==> src/rtl/mem_pkg.sv <==
// Shared types and defaults for the SRAM memory-stage controller.
// Holds the FSM state encoding, default timing and base-address constants,
// and the byte-to-word address helper.
package mem_pkg;

   localparam int unsigned DEFAULT_WAIT_CYCLES = 4;
   localparam logic [31:0] DEFAULT_BASE_ADDR   = 32'd1024;

   // Wide enough for the largest legal WAIT_CYCLES (15).
   localparam int unsigned CNT_W = 4;

   typedef enum logic [1:0] {
      IDLE   = 2'd0,
      ACCESS = 2'd1,
      DONE   = 2'd2
   } mem_state_e;

   // Byte address relative to the SRAM window, expressed in 32-bit words.
   // Addresses below the base wrap around; the caller truncates the result.
   function automatic logic [31:0] word_index(input logic [31:0] byte_addr,
                                              input logic [31:0] base);
      return (byte_addr - base) >> 2;
   endfunction

endpackage

==> src/rtl/mem_wait_counter.sv <==
// Down-counter that times the SRAM access phase.
// Load has priority over decrement; the count saturates at zero.
module mem_wait_counter
   import mem_pkg::*;
(
   input  logic             clk,
   input  logic             rst,
   input  logic             load_i,
   input  logic [CNT_W-1:0] load_val_i,
   input  logic             dec_i,
   output logic             zero_o
);

   logic [CNT_W-1:0] count_q;
   logic [CNT_W-1:0] count_d;

   // Next count: load a fresh wait value or step down toward zero.
   always_comb begin
      count_d = count_q;
      if (load_i) begin
         count_d = load_val_i;
      end else if (dec_i && (count_q != '0)) begin
         count_d = count_q - CNT_W'(1);
      end
   end

   // Count register, cleared immediately by reset.
   always_ff @(posedge clk or negedge rst) begin
      if (!rst) begin
         count_q <= '0;
      end else begin
         count_q <= count_d;
      end
   end

   assign zero_o = (count_q == '0);

endmodule

==> src/rtl/mem_sram_ctrl.sv <==
// Memory-stage SRAM controller: turns pipeline load/store requests into
// multi-cycle SRAM accesses and stalls the pipeline (ready low) meanwhile.
// Optional feature: define MEM_LAST_READ_BUF_EN to add a one-entry buffer
// holding the most recently read word, which lets a repeated load of that
// word complete in IDLE without touching the SRAM.
module mem_sram_ctrl
   import mem_pkg::*;
#(
   parameter int unsigned WAIT_CYCLES = DEFAULT_WAIT_CYCLES,  // legal 1..15
   parameter logic [31:0] BASE_ADDR   = DEFAULT_BASE_ADDR,
   parameter int unsigned ADDR_W      = 17
) (
   input  logic              clk,
   input  logic              rst,
   input  logic              MEM_R_EN,
   input  logic              MEM_W_EN,
   input  logic [31:0]       addr,
   input  logic [31:0]       wdata,
   output logic [31:0]       rdata,
   output logic              ready,
   output logic [ADDR_W-1:0] SRAM_ADDR,
   output logic [31:0]       SRAM_WDATA,
   output logic              SRAM_WE_N,
   input  logic [31:0]       SRAM_RDATA
);

   localparam logic [CNT_W-1:0] LOAD_VAL = CNT_W'(WAIT_CYCLES - 1);

   mem_state_e        state_q, state_d;
   logic [ADDR_W-1:0] sram_addr_q, sram_addr_d;
   logic [31:0]       sram_wdata_q, sram_wdata_d;
   logic              write_q, write_d;
   logic [31:0]       rdata_q, rdata_d;

   logic              cnt_load;
   logic              cnt_dec;
   logic              cnt_zero;

   logic [ADDR_W-1:0] word_addr;
   logic              access_end;
   logic              rd_hit;
   logic [31:0]       hit_data;

   assign word_addr  = ADDR_W'(word_index(addr, BASE_ADDR));
   assign access_end = (state_q == ACCESS) && cnt_zero;

   mem_wait_counter u_wait_counter (
      .clk        (clk),
      .rst        (rst),
      .load_i     (cnt_load),
      .load_val_i (LOAD_VAL),
      .dec_i      (cnt_dec),
      .zero_o     (cnt_zero)
   );

`ifdef MEM_LAST_READ_BUF_EN
   logic              buf_valid_q, buf_valid_d;
   logic [ADDR_W-1:0] buf_tag_q, buf_tag_d;
   logic [31:0]       buf_data_q, buf_data_d;

   // A pure read (a simultaneous write wins) of the buffered word is a hit.
   assign rd_hit   = (state_q == IDLE) && MEM_R_EN && !MEM_W_EN &&
                     buf_valid_q && (buf_tag_q == word_addr);
   assign hit_data = buf_data_q;

   // Buffer update at the end of each access: reads refill it, writes to
   // the buffered word keep its copy coherent.
   always_comb begin
      buf_valid_d = buf_valid_q;
      buf_tag_d   = buf_tag_q;
      buf_data_d  = buf_data_q;
      if (access_end) begin
         if (!write_q) begin
            buf_valid_d = 1'b1;
            buf_tag_d   = sram_addr_q;
            buf_data_d  = SRAM_RDATA;
         end else if (buf_valid_q && (buf_tag_q == sram_addr_q)) begin
            buf_data_d  = sram_wdata_q;
         end
      end
   end

   // Buffer registers; reset only invalidates the entry.
   always_ff @(posedge clk or negedge rst) begin
      if (!rst) begin
         buf_valid_q <= 1'b0;
         buf_tag_q   <= '0;
         buf_data_q  <= '0;
      end else begin
         buf_valid_q <= buf_valid_d;
         buf_tag_q   <= buf_tag_d;
         buf_data_q  <= buf_data_d;
      end
   end
`else
   assign rd_hit   = 1'b0;
   assign hit_data = '0;
`endif

   // Next-state and ready logic for the IDLE -> ACCESS -> DONE sequence.
   always_comb begin
      state_d      = state_q;
      sram_addr_d  = sram_addr_q;
      sram_wdata_d = sram_wdata_q;
      write_d      = write_q;
      rdata_d      = rdata_q;
      ready        = 1'b0;
      cnt_load     = 1'b0;
      cnt_dec      = 1'b0;
      unique case (state_q)
         IDLE: begin
            if (rd_hit) begin
               // Served from the buffer: no stall, latch the word for later.
               ready   = 1'b1;
               rdata_d = hit_data;
            end else if (MEM_R_EN || MEM_W_EN) begin
               sram_addr_d  = word_addr;
               sram_wdata_d = wdata;
               write_d      = MEM_W_EN;
               cnt_load     = 1'b1;
               state_d      = ACCESS;
            end else begin
               ready = 1'b1;
            end
         end
         ACCESS: begin
            if (cnt_zero) begin
               state_d = DONE;
               if (!write_q) begin
                  rdata_d = SRAM_RDATA;
               end
            end else begin
               cnt_dec = 1'b1;
            end
         end
         DONE: begin
            // Single completion cycle; requests still asserted are not
            // looked at until the controller is back in IDLE.
            ready   = 1'b1;
            state_d = IDLE;
         end
         default: begin
            state_d = IDLE;
         end
      endcase
   end

   // State and SRAM-facing registers, forced to safe values by reset.
   always_ff @(posedge clk or negedge rst) begin
      if (!rst) begin
         state_q      <= IDLE;
         sram_addr_q  <= '0;
         sram_wdata_q <= '0;
         write_q      <= 1'b0;
         rdata_q      <= '0;
      end else begin
         state_q      <= state_d;
         sram_addr_q  <= sram_addr_d;
         sram_wdata_q <= sram_wdata_d;
         write_q      <= write_d;
         rdata_q      <= rdata_d;
      end
   end

   // Write strobe decoded from state so reset drops it without a clock.
   assign SRAM_WE_N  = !((state_q == ACCESS) && write_q);
   assign SRAM_ADDR  = sram_addr_q;
   assign SRAM_WDATA = sram_wdata_q;
   assign rdata      = rd_hit ? hit_data : rdata_q;

endmodule

==> config.mk <==
export PLATFORM = sky130hd
export DESIGN_NAME = mem_sram_ctrl
export DESIGN_NICKNAME = d
export VERILOG_FILES = /design/src/rtl/mem_pkg.sv /design/src/rtl/mem_wait_counter.sv /design/src/rtl/mem_sram_ctrl.sv
export SDC_FILE = /design/constraint.sdc
export NUM_CORES = 1
export LEC_CHECK = 0
export ABC_AREA = 1
export CAP_MARGIN = 20
export CORE_UTILIZATION = 45
export CTS_BUF_LIST = sky130_fd_sc_hd__clkbuf_4 sky130_fd_sc_hd__clkbuf_8
export DETAILED_ROUTE_END_ITERATION = 6
export PLACE_DENSITY_LB_ADDON = 0.12
export SLEW_MARGIN = 20
export SYNTH_ARGS = -nofsm -noshare
export SYNTH_HDL_FRONTEND = slang
export SYNTH_SLANG_ARGS = --single-unit
==> constraint.sdc <==
create_clock -name clk -period 3.4 [get_ports clk]
set_input_delay 0.51 -clock clk [delete_from_list [all_inputs] [get_ports clk]]
set_output_delay 0.51 -clock clk [all_outputs]
set_load 0.005 [all_outputs]
==> impl_results.html <==
<table>
<tr><th>Metric</th><th>Value</th></tr>
<tr><th colspan="2">Status</th></tr>
<tr><td>Result of the run</td><td>completed</td></tr>
<tr><th colspan="2">STA</th></tr>
<tr><td>Setup TNS Final</td><td>0 ns</td></tr>
<tr><td>Worst Slack Setup Final</td><td>0.9754 ns</td></tr>
<tr><td>Smallest hold slack</td><td>0.2193 ns</td></tr>
<tr><td>Number of failing hold endpoints at the final stage</td><td>0</td></tr>
<tr><td>Count of pins over their slew limit</td><td>0</td></tr>
<tr><td>Worst-margin pin slew</td><td>1.025 ns</td></tr>
<tr><td>Final clock skew</td><td>0.01022 ns</td></tr>
<tr><td>Portion of the clock cycle consumed by the worst path in the final layout</td><td>71.31%</td></tr>
<tr><td>Highest clock frequency the design can meet</td><td>0.4124 GHz</td></tr>
<tr><td>Final setup viols</td><td>0</td></tr>
<tr><td>RSZ-0062 raised after global routing</td><td>no</td></tr>
<tr><td>Max-Slew Margin vs Limit</td><td>31.28%</td></tr>
<tr><td>Clock period minus final worst setup slack</td><td>2.425 ns</td></tr>
<tr><th colspan="2">Critical path</th></tr>
<tr><td>Required @ worst endpoint</td><td>2.89 ns</td></tr>
<tr><td>Data arrival time of the critical path</td><td>1.91 ns</td></tr>
<tr><td>Crit path cell chain</td><td>clkdlybuf4s50_1 -&gt; nor2_2 -&gt; inv_1 -&gt; a21oi_1 -&gt; clkdlybuf4s50_1</td></tr>
<tr><td>Endpoint kind of the worst setup timing path</td><td>output port</td></tr>
<tr><td>Cell count of the worst reg-to-reg path</td><td>4</td></tr>
<tr><td>Cell type of the slowest stage on the worst timing path</td><td>sky130_fd_sc_hd__clkdlybuf4s50_1</td></tr>
<tr><td>Critical path's most frequent cell</td><td>sky130_fd_sc_hd__clkdlybuf4s50_1</td></tr>
<tr><td>Startpoint kind of the worst setup timing path</td><td>input pin</td></tr>
<tr><td>Worst Path Class, Setup</td><td>in -&gt; out</td></tr>
<tr><td>Worst-path fanout max</td><td>2</td></tr>
<tr><td>Largest incremental delay on the critical path</td><td>0.56 ns</td></tr>
<tr><th colspan="2">Yosys</th></tr>
<tr><td>Area share of the largest cell type after synthesis</td><td>59.97%</td></tr>
<tr><td>Number of synthesized register bits</td><td>88</td></tr>
<tr><td>Cells taking the most area after synthesis</td><td>sky130_fd_sc_hd__dfrtp_1 (60%), sky130_fd_sc_hd__nand2_1 (22%), sky130_fd_sc_hd__nand3_1 (6.0%)</td></tr>
<tr><td>Post-synth EDFFs</td><td>0</td></tr>
<tr><td>Post-synthesis instance area</td><td>3672 um^2</td></tr>
<tr><td>Net count after synthesis</td><td>530</td></tr>
<tr><td>Proportion of register bits with asynchronous set or reset after synthesis</td><td>100.0%</td></tr>
<tr><td>Dominant cell by count in the synthesized netlist</td><td>sky130_fd_sc_hd__nand2_1</td></tr>
<tr><td>Number of cells produced by synthesis</td><td>427</td></tr>
<tr><td>Synthesis Warnings</td><td>0</td></tr>
<tr><td>Library cells used by synthesis</td><td>23</td></tr>
<tr><td>Most frequent cells after synthesis</td><td>sky130_fd_sc_hd__nand2_1 (216), sky130_fd_sc_hd__dfrtp_1 (88), sky130_fd_sc_hd__nand3_1 (44)</td></tr>
<tr><td>Mapped Avg Cell Area</td><td>8.600 um^2</td></tr>
<tr><td>Part of the Yosys area used for sequential elements</td><td>59.97%</td></tr>
<tr><td>Post-synthesis cell type with the largest combined area</td><td>sky130_fd_sc_hd__dfrtp_1</td></tr>
<tr><td>Dominant synthesized flop cell</td><td>sky130_fd_sc_hd__dfrtp_1</td></tr>
<tr><th colspan="2">GRT</th></tr>
<tr><td>Gr ovfl total</td><td>0</td></tr>
<tr><td>Initial antenna violation count</td><td>0</td></tr>
<tr><td>Wire length of the first global-routing pass</td><td>15.90 mm</td></tr>
<tr><td>Total routing usage reported by global routing</td><td>23.65%</td></tr>
<tr><td>Via count of the first global-routing pass</td><td>3,358</td></tr>
<tr><td>Largest net degree at the start of global routing</td><td>89</td></tr>
<tr><th colspan="2">Clocking</th></tr>
<tr><td>Total clock buffers created by CTS</td><td>9</td></tr>
<tr><td>Clock transition at the register clock pins on the worst setup and hold paths after CTS</td><td>0.08 ns</td></tr>
<tr><td>Post-CTS setup repair buffer count</td><td>0</td></tr>
<tr><td>Cts hold-fix bufs</td><td>0</td></tr>
<tr><td>H-tree depth reported by CTS</td><td>3</td></tr>
<tr><td>TritonCTS clock tree</td><td>yes</td></tr>
<tr><td>Maximum count of clock buffers along a single path</td><td>2</td></tr>
<tr><td>Clock sinks</td><td>88</td></tr>
<tr><td>Clock latency reported for the late side of the worst-skew pair</td><td>0.34 ns</td></tr>
<tr><td>Number of gates resized after CTS</td><td>0</td></tr>
<tr><td>Root buffer selected by CTS</td><td>sky130_fd_sc_hd__clkbuf_8</td></tr>
<tr><th colspan="2">Routing</th></tr>
<tr><td>Vias</td><td>3,368</td></tr>
<tr><td># DRC</td><td>0</td></tr>
<tr><td>Violation count after the first detailed-routing iteration</td><td>173</td></tr>
<tr><td>Total routed wirelength</td><td>9.342 mm</td></tr>
<tr><td>First-pass detailed-route iteration total</td><td>4</td></tr>
<tr><td>Antenna viol nets, final</td><td>0</td></tr>
<tr><td>Per-cell routed wire length</td><td>13.40 um</td></tr>
<tr><td>Vias per std cell</td><td>4.832</td></tr>
<tr><th colspan="2">Floorplanning</th></tr>
<tr><td>Initial Util</td><td>47.04%</td></tr>
<tr><td>Standard-cell row count</td><td>32</td></tr>
<tr><td>Die H</td><td>92.34 um</td></tr>
<tr><td>Placeable core region</td><td>7807 um^2</td></tr>
<tr><td># IOs</td><td>183</td></tr>
<tr><td>Die width</td><td>92.34 um</td></tr>
<tr><td>Die footprint</td><td>8526 um^2</td></tr>
<tr><th colspan="2">Power and ir drop</th></tr>
<tr><td>Maximum vdd ir drop</td><td>0.0004939 V</td></tr>
<tr><td>Power per unit of standard cell area</td><td>870.0 nW/um^2</td></tr>
<tr><td>Cell leakage power</td><td>2.750 nW</td></tr>
<tr><th colspan="2">Placed design</th></tr>
<tr><td>Gp weighted congestion</td><td>0.7937</td></tr>
<tr><td>Cell area after placement</td><td>5384 um^2</td></tr>
<tr><td>Quantity of I/O buffers inserted on ports</td><td>167</td></tr>
<tr><td>Detailed Place HPWL</td><td>6.487 mm</td></tr>
<tr><td>Minimum setup slack after placement</td><td>0.9878 ns</td></tr>
<tr><th colspan="2">Cells and area</th></tr>
<tr><td>Diodes inserted</td><td>0</td></tr>
<tr><td>Number of nets at the end of the flow</td><td>694</td></tr>
<tr><td>Area of the multi-input gates</td><td>1272 um^2</td></tr>
<tr><td>Area grow syn2layout</td><td>52.30%</td></tr>
<tr><td>Flip-flop and latch area</td><td>2202 um^2</td></tr>
<tr><td>Post-route standard cell area excluding fillers</td><td>5593 um^2</td></tr>
<tr><td>Share of layout cells above drive strength 1</td><td>5.378%</td></tr>
<tr><td>Finished Core Util</td><td>71.63%</td></tr>
<tr><td>Number of filler cells placed in the layout</td><td>645</td></tr>
<tr><th colspan="2">Run</th></tr>
<tr><td>Max-cap viol count</td><td>0</td></tr>
<tr><th colspan="2">Worst hold path</th></tr>
<tr><td>Type of the worst min-delay path</td><td>in -&gt; async</td></tr>
</table>
==> critical path, delay by kind of cell <==
family	cells	cell delay, ns
and+or+nand+nor	1	0.18
AOI/OAI and AO/OA	1	0.14
buffers and inverters	3	1.08
==> layout by cell type (no fill, tap or decap) <==
cell	n
sky130_fd_sc_hd__a21oi_1	3
sky130_fd_sc_hd__a31oi_1	2
sky130_fd_sc_hd__buf_4	5
sky130_fd_sc_hd__buf_6	1
sky130_fd_sc_hd__bufinv_16	1
sky130_fd_sc_hd__clkbuf_8	12
sky130_fd_sc_hd__clkdlybuf4s50_1	166
sky130_fd_sc_hd__clkinv_1	1
sky130_fd_sc_hd__clkinv_2	2
sky130_fd_sc_hd__dfrtp_1	88
sky130_fd_sc_hd__ha_1	3
sky130_fd_sc_hd__inv_1	17
sky130_fd_sc_hd__inv_2	2
sky130_fd_sc_hd__nand2_1	216
sky130_fd_sc_hd__nand2_2	3
sky130_fd_sc_hd__nand3_1	44
sky130_fd_sc_hd__nand3_2	1
sky130_fd_sc_hd__nand4_1	1
sky130_fd_sc_hd__nor2_1	11
sky130_fd_sc_hd__nor2_2	2
sky130_fd_sc_hd__nor2_4	2
sky130_fd_sc_hd__o21ai_0	7
sky130_fd_sc_hd__o21ai_1	3
sky130_fd_sc_hd__or2_2	1
sky130_fd_sc_hd__xor2_1	1
==> final cells by class <==
class,instances,share of cell area (%)
Sequential cell,88,39.37
Timing Repair Buffer,172,30.58
Multi-Input combinational cell,300,22.75
Clock buffer,12,2.953
Tap cell,102,2.282
Inverter,20,1.342
Clock inverter,3,0.7159
==> registers in the layout (all words and copies together), names as in the netlist <==
| register | flops |
|---|---|
| write_q | 1 |
| rdata | 32 |
| SRAM_WDATA | 32 |
| state_q | 2 |
| SRAM_ADDR | 17 |
| u_wait_counter.count_q | 4 |
==> report_power, final <==
part	total [mW]	leakage, nW	switching [mW]	internal (mW)
combinational	2.29	1.57	1.06	1.24
sequential	1.84	1.07	0.270	1.57
clock	0.737	0.108	0.343	0.394
total	4.87	2.75	1.67	3.20
==> kinds of logic (layout without fill, tap and decap cells) <==
logic type,count (synthesis),count (layout),share of synthesized area [%]
simple gates,281,281,31.28
flops,88,88,59.97
buf+inv,39,207,5.383
compound gates,15,15,2.112
fa+ha+maj,3,3,1.022
xor+xnor,1,1,0.2385
==> final timing paths <==
kind / slack, ns / endpoint / startpoint
setup / recovery: 0.98 / ready / MEM_W_EN
hold / removal: 0.22 / SRAM_WDATA[8]$_DFFE_PN0P_ / rst
setup reg to reg: 1.06 / rdata[24]$_DFFE_PN0P_ / write_q$_DFFE_PN0P_
hold reg to reg: 0.47 / rdata[2]$_DFFE_PN0P_ / rdata[2]$_DFFE_PN0P_
max in group asynchronous: 2.63 / rdata[8]$_DFFE_PN0P_ / rst
min in group clk: 0.47 / rdata[2]$_DFFE_PN0P_ / rdata[2]$_DFFE_PN0P_
==> through the flow <==
step	total power [mW]	cells
after CTS	4.913	697
final	4.866	697
after global routing	5.274	697
after floorplan	2.844	427
after global placement	4.068	682
after detailed placement	4.163	682
==> routing by layer <==
metal  track usage, %  part of all wire [%]  vias to the layer above
met4            8.854                   2.2                        0
met1            30.69                    43                     1564
met5                0                     0                        -
met3            5.419                   8.0                       18
li1                 -                     -                     1648
met2            38.70                    47                      138
No activity file was read; power rests on OpenSTA's default activity.
